### src/rtl/clk_powerdn_ctrl.sv
// Multi-channel clock power-down controller: per-channel registered clock
// enables with idle timeout, wake latency, and power-accounting counters.

module clk_powerdn_ch #(
   parameter int IDLE_W   = 8,
   parameter int WAKE_LAT = 2,
   parameter int WK_W     = 2
) (
   input  logic              clk,
   input  logic              reset,
   input  logic              ch_en,
   input  logic              ch_busy,
   input  logic              wake_req,
   input  logic [IDLE_W-1:0] idle_limit,
   output logic              gate_en,
   output logic              wake_ack,
   output logic [1:0]        ch_state
);

   typedef enum logic [1:0] {
      GATED = 2'b00,
      RUN   = 2'b01,
      IDLE  = 2'b10,
      WAKE  = 2'b11
   } pd_state_e;

   pd_state_e         state_q;
   pd_state_e         state_d;
   logic [IDLE_W-1:0] idle_q;
   logic [IDLE_W-1:0] idle_d;
   logic [WK_W-1:0]   wake_q;
   logic [WK_W-1:0]   wake_d;
   logic              gate_q;
   logic              gate_d;
   logic              ack_q;
   logic              ack_d;
   logic [IDLE_W:0]   idle_nx;
   logic              lim_zero;
   logic              lim_one;
   logic              stay_on;

   assign idle_nx  = {1'b0, idle_q} + (IDLE_W+1)'(1);
   assign lim_zero = (idle_limit == '0);
   assign lim_one  = (idle_limit == IDLE_W'(1));
   assign stay_on  = ch_busy | lim_zero;

   // next-state, timer updates and registered output values
   always_comb begin
      state_d = state_q;
      idle_d  = idle_q;
      wake_d  = wake_q;
      if (!ch_en) begin
         state_d = GATED;
         idle_d  = '0;
         wake_d  = '0;
      end else begin
         unique case (state_q)
            RUN: begin
               if (!stay_on) begin
                  if (lim_one) begin
                     state_d = GATED;
                  end else begin
                     state_d = IDLE;
                     idle_d  = IDLE_W'(1);
                  end
               end
            end
            IDLE: begin
               if (stay_on) begin
                  state_d = RUN;
                  idle_d  = '0;
               end else if (idle_nx >= {1'b0, idle_limit}) begin
                  state_d = GATED;
                  idle_d  = '0;
               end else begin
                  idle_d = idle_nx[IDLE_W-1:0];
               end
            end
            GATED: begin
               if (wake_req | ch_busy) begin
                  state_d = WAKE;
                  wake_d  = '0;
               end
            end
            WAKE: begin
               if (wake_q == WK_W'(WAKE_LAT)) begin
                  state_d = RUN;
                  wake_d  = '0;
               end else begin
                  wake_d = wake_q + WK_W'(1);
               end
            end
         endcase
      end
      gate_d = (state_d == RUN) | (state_d == IDLE);
      ack_d  = (state_q == WAKE) & (state_d == RUN);
   end

   // state, timers and registered enable/ack
   always_ff @(posedge clk) begin
      if (reset) begin
         state_q <= RUN;
         idle_q  <= '0;
         wake_q  <= '0;
         gate_q  <= 1'b1;
         ack_q   <= 1'b0;
      end else begin
         state_q <= state_d;
         idle_q  <= idle_d;
         wake_q  <= wake_d;
         gate_q  <= gate_d;
         ack_q   <= ack_d;
      end
   end

   assign gate_en  = gate_q;
   assign wake_ack = ack_q;
   assign ch_state = state_q;

endmodule

module clk_powerdn_ctrl #(
   parameter int          NCH      = 4,
   parameter int          CNT_W    = 32,
   parameter int          IDLE_W   = 8,
   parameter int          WAKE_LAT = 2,
   parameter logic [31:0] CNT_INIT = 32'h1000
) (
   input  logic                 clk,
   input  logic                 reset,
   input  logic [NCH-1:0]       ch_en,
   input  logic [NCH-1:0]       ch_busy,
   input  logic [NCH-1:0]       wake_req,
   input  logic [IDLE_W-1:0]    idle_limit,
   output logic [NCH-1:0]       gate_en,
   output logic [NCH-1:0]       wake_ack,
   output logic [2*NCH-1:0]     ch_state,
   output logic [NCH*CNT_W-1:0] gated_cnt,
   output logic [CNT_W-1:0]     total_cnt
);

   localparam int WK_W = $clog2(WAKE_LAT + 1);
   localparam logic [CNT_W-1:0] CNT_RST = CNT_W'(CNT_INIT);

   logic [CNT_W-1:0] total_q;

   for (genvar g = 0; g < NCH; g++) begin : g_ch
      logic [CNT_W-1:0] gcnt_q;

      clk_powerdn_ch #(
         .IDLE_W   (IDLE_W),
         .WAKE_LAT (WAKE_LAT),
         .WK_W     (WK_W)
      ) u_ch (
         .clk        (clk),
         .reset      (reset),
         .ch_en      (ch_en[g]),
         .ch_busy    (ch_busy[g]),
         .wake_req   (wake_req[g]),
         .idle_limit (idle_limit),
         .gate_en    (gate_en[g]),
         .wake_ack   (wake_ack[g]),
         .ch_state   (ch_state[2*g +: 2])
      );

      // count cycles the channel clock was enabled
      always_ff @(posedge clk) begin
         if (reset) begin
            gcnt_q <= CNT_RST;
         end else if (gate_en[g]) begin
            gcnt_q <= gcnt_q + CNT_W'(1);
         end
      end

      assign gated_cnt[CNT_W*g +: CNT_W] = gcnt_q;
   end

   // free-running reference cycle counter
   always_ff @(posedge clk) begin
      if (reset) begin
         total_q <= CNT_RST;
      end else begin
         total_q <= total_q + CNT_W'(1);
      end
   end

   assign total_cnt = total_q;

endmodule
### config.mk
export PLATFORM = sky130hd
export DESIGN_NAME = clk_powerdn_ctrl
export DESIGN_NICKNAME = d
export VERILOG_FILES = /design/src/rtl/clk_powerdn_ctrl.sv
export SDC_FILE = /design/constraint.sdc
export NUM_CORES = 1
export LEC_CHECK = 0
export ABC_AREA = 1
export CORE_ASPECT_RATIO = 0.5
export CORE_MARGIN = 5
export CORE_UTILIZATION = 40
export DETAILED_ROUTE_END_ITERATION = 8
export SYNTH_ARGS = -nofsm -noshare
export SYNTH_HDL_FRONTEND = slang
export SYNTH_SLANG_ARGS = --single-unit
### constraint.sdc
create_clock -name clk -period 6.4 [get_ports clk]
set_input_delay 1.28 -clock clk [delete_from_list [all_inputs] [get_ports clk]]
set_output_delay 1.28 -clock clk [all_outputs]
set_load 0.01 [all_outputs]
==> results.md <==
* Root Driver: clkbuf_16
* RD Place Congestion at 0.909
* Die height at 131 um
* Startpoint Class: register
* Fin cells at 2261
* Pleak at 5.61 nW
* Largest net degree at the start of global routing at 76
* Worst EP arrival at 1.92 ns
* Worst Setup SP: g_ch[3].u_ch.gate_en$_SDFF_PP1_
* Final count of negative-setup-slack endpoints at 0
* Final setup margin at 3.20 ns
* Final Cycle Share at 0.500
* TritonCTS Sinks at 216
* Pint at 2.17 mW
* Clk_lat worst skew at 0.53 ns
* GR Util All Layers at 0.192
* Register bit total from synthesis at 216
* Post-CTS setup buffer count at 0
* Total power divided by cell area at 197 nW/um2
* Mux cell area share after synthesis at 0
* GRT Residual Overflow at 0
* Number of clock buffers inserted by TritonCTS at 22
* Vias in the first global route at 10500
* Adder-Cell Fraction of Synth Area at 0.0544
* Initial Utilization at 0.405
* Max-Cap Viols at 0
* Std cell rows at 44
* Switching share of power at 0.253
* Synth Warn # at 0
* Critical path endpoint category: output pin
* Crit path buffers/inverters at 1
* CP max stage cell: dfxtp_1
* Critical path, cell by cell: clkdlybuf4s50_1
* Htree depth at 1
* Post-route DRC violation count at 0
* Comb power frac at 0.081
* Delay-heaviest family, CP: flip-flops
* Io pins at 198
* Synth Area in XOR/XNOR at 0.0463
* Largest family of logic cells by synthesized area: simple AND/OR/NAND/NOR gates
* CP Max Fanout at 9
* Post-Syn Instances at 1663
* # fillers at 2891
* R2r worst-path depth at 16
* Mapped Area at 11700 um2
* Final WL at 32900 um
* PortBufs at 197
* Endpoint of the worst-slack reg-to-reg timing path: g_ch[2].u_ch.gate_en$_SDFF_PP1_
* Crit path kind: reg -> out
* Flop pwr share at 0.485
* Setup TNS at 0 ns
* Inserted Diodes at 0
* Area of the die at 33100 um2
* Post-DRT Antenna Nets at 0
* WP depth at 1
* Fmax at 313 MHz
* Worst r2r src: g_ch[2].u_ch.idle_q[0]$_SDFFE_PP0P_
* Final hold vios at 0
* Mapped Nets at 1736
* Initial antenna violation count at 0
* Share of layout cells above drive strength 1 at 0.0599
* Clk buf depth at 3
* Avg WL per Cell at 14.5 um
* Seq/Total Area, Yosys at 0.368
* Fin. max-slew vios at 0
* Worst Tran Pin Value at 0.785 ns
* # resized after CTS at 0
* Final core utilization at 0.510
* Die width at 252 um
* Compound-gate portion of the synthesized area at 0.116
* Pre-antenna DRT Iters at 5
* Core area at 29000 um2
* Layout area overhead at 25.7%
* DP Cell Count at 2222
* Worst IR drop on VDD at 153 uV
* CP Capture Point: gate_en[3]
* P_sw at 738 uW
* Rel. slew slack at 0.472
* Dpl hpwl at 24900 um
* Via/cell ratio at 4.94
* RSZ-0062 raised after global routing: false
* Nets at 1928
* Critical path's largest stage delay at 0.73 ns
* Cts hold-fix bufs at 0
* Initial DRC Count at 571
* Min Tclk post-route at 3.20 ns
* CP required at 5.12 ns
* Clk pin slew, worst setup/hold paths at 0.06 ns
* Flop-to-flop setup slack at 3.56 ns
* Simple-gate share of the synthesized area at 0.330
* First-pass GRT wire length at 54200 um
* Pre-CTS setup slack at 2.75 ns
* Hold Slack at 0.461 ns
* CTS tree: done
* Clock power frac at 0.434
* Yosys cell types at 48
* Vias at 11200
* Status: complete, no violations
* Syn Area/Cell at 7.06 um2
* Final Skew at 0.0265 ns
* HP Class: reg -> reg
==> state kept, by name (all words and copies together) (netlist names) <==
signal	count
g_ch.gcnt_q	128
g_ch.u_ch.ch_state	8
g_ch.u_ch.gate_en	4
g_ch.u_ch.idle_q	32
g_ch.u_ch.wake_ack	4
g_ch.u_ch.wake_q	8
total_cnt	32
==> metal layers <==
layer  vias up  track usage  routed length [um]
li1       5864            -                   -
met1      5071        0.251               15000
met2       204        0.342               16000
met3        38       0.0282                1280
met4         0       0.0334                 541
met5         -            0                   0
==> layout make-up <==
| type | count | area (um2) | share of cell area |
|---|---|---|---|
| timing repair buffer | 199 | 1980 | 0.134 |
| inverter | 223 | 840 | 0.0569 |
| tap | 391 | 489 | 0.0332 |
| clock inverter | 8 | 55.1 | 0.00373 |
| multi-input combinational | 1193 | 6420 | 0.435 |
| clock buffer | 31 | 644 | 0.0437 |
| sequential | 216 | 4320 | 0.293 |
==> cell usage in the layout (no fill, tap or decap), types with 56 or more instances in the layout <==
master and count:
nor2_1 217, nand4_1 56, clkdlybuf4s50_1 196, a21oi_1 133, nand2_1 308, o21ai_0 78
dfxtp_1 216, inv_1 215, nand3_1 103
==> per-stage QoR <==
step / power [mW] / cell area [um2]
after floorplan: 1.58 / 11700
after global placement: 1.68 / 14100
after detailed placement: 1.68 / 14100
after CTS: 2.96 / 14800
after global routing: 3.06 / 14800
final: 2.91 / 14800
==> worst min-delay path by stage <==
stage               slack (ns)  cells after the start                           startpoint                                   to
floorplan                 0.43                      1  g_ch[3].u_ch.wake_q[1]$_SDFFE_PP0P_  g_ch[3].u_ch.wake_q[1]$_SDFFE_PP0P_
detailed placement        0.45                      1  g_ch[2].u_ch.wake_q[1]$_SDFFE_PP0P_  g_ch[2].u_ch.wake_q[1]$_SDFFE_PP0P_
global placement          0.44                      1              total_cnt[0]$_SDFF_PP0_              total_cnt[0]$_SDFF_PP0_
finish                    0.46                      1              total_cnt[0]$_SDFF_PP0_              total_cnt[0]$_SDFF_PP0_
CTS                       0.46                      1  g_ch[2].u_ch.wake_q[1]$_SDFFE_PP0P_  g_ch[2].u_ch.wake_q[1]$_SDFFE_PP0P_
global route              0.50                      1  g_ch[1].u_ch.wake_q[1]$_SDFFE_PP0P_  g_ch[1].u_ch.wake_q[1]$_SDFFE_PP0P_
==> power groups by stage <==
stage          Combinational [mW]  Sequential (mW)  Clock, mW
4_1_cts                     0.240             1.41       1.31
2_1_floorplan               0.147             1.43          0
3_5_place_dp                0.239             1.44          0
3_3_place_gp                0.238             1.44          0
6_report                    0.237             1.41       1.26
5_1_grt                     0.269             1.41       1.37
==> logic make-up (layout without fill, tap and decap cells) <==
family | Yosys count | in the layout
simple gates | 829 | 829
buf+inv | 254 | 461
compound gates | 251 | 251
flops | 216 | 216
xor+xnor | 62 | 62
fa+ha+maj | 51 | 51
==> synthesized netlist by cell type (all sizes together) <==
library cell  number  share of area
nor2             245          0.086
a31o               1        0.00075
o211a              3         0.0026
a221oi             3         0.0022
nand3            106          0.046
nor3              60          0.030
a31oi              8         0.0043
nand2            318           0.10
or2                5         0.0027
o21bai             2         0.0013
and2               2         0.0011
a21oi            134          0.057
and3               4         0.0021
nor3b              9         0.0076
clkbuf            16         0.0051
inv              223          0.072
nor4              17          0.014
nor4b              2         0.0015
o21ai             78          0.033
o21a               9         0.0058
xnor2             22          0.016
xor2              40          0.030
dfxtp            216           0.37
nand3b             3         0.0019
a211oi             7         0.0045
o211ai             4         0.0026
a21o               2         0.0013
ha                51          0.054
buf               15         0.0082
nand4             58          0.033
(Power assumes the default switching activity.)
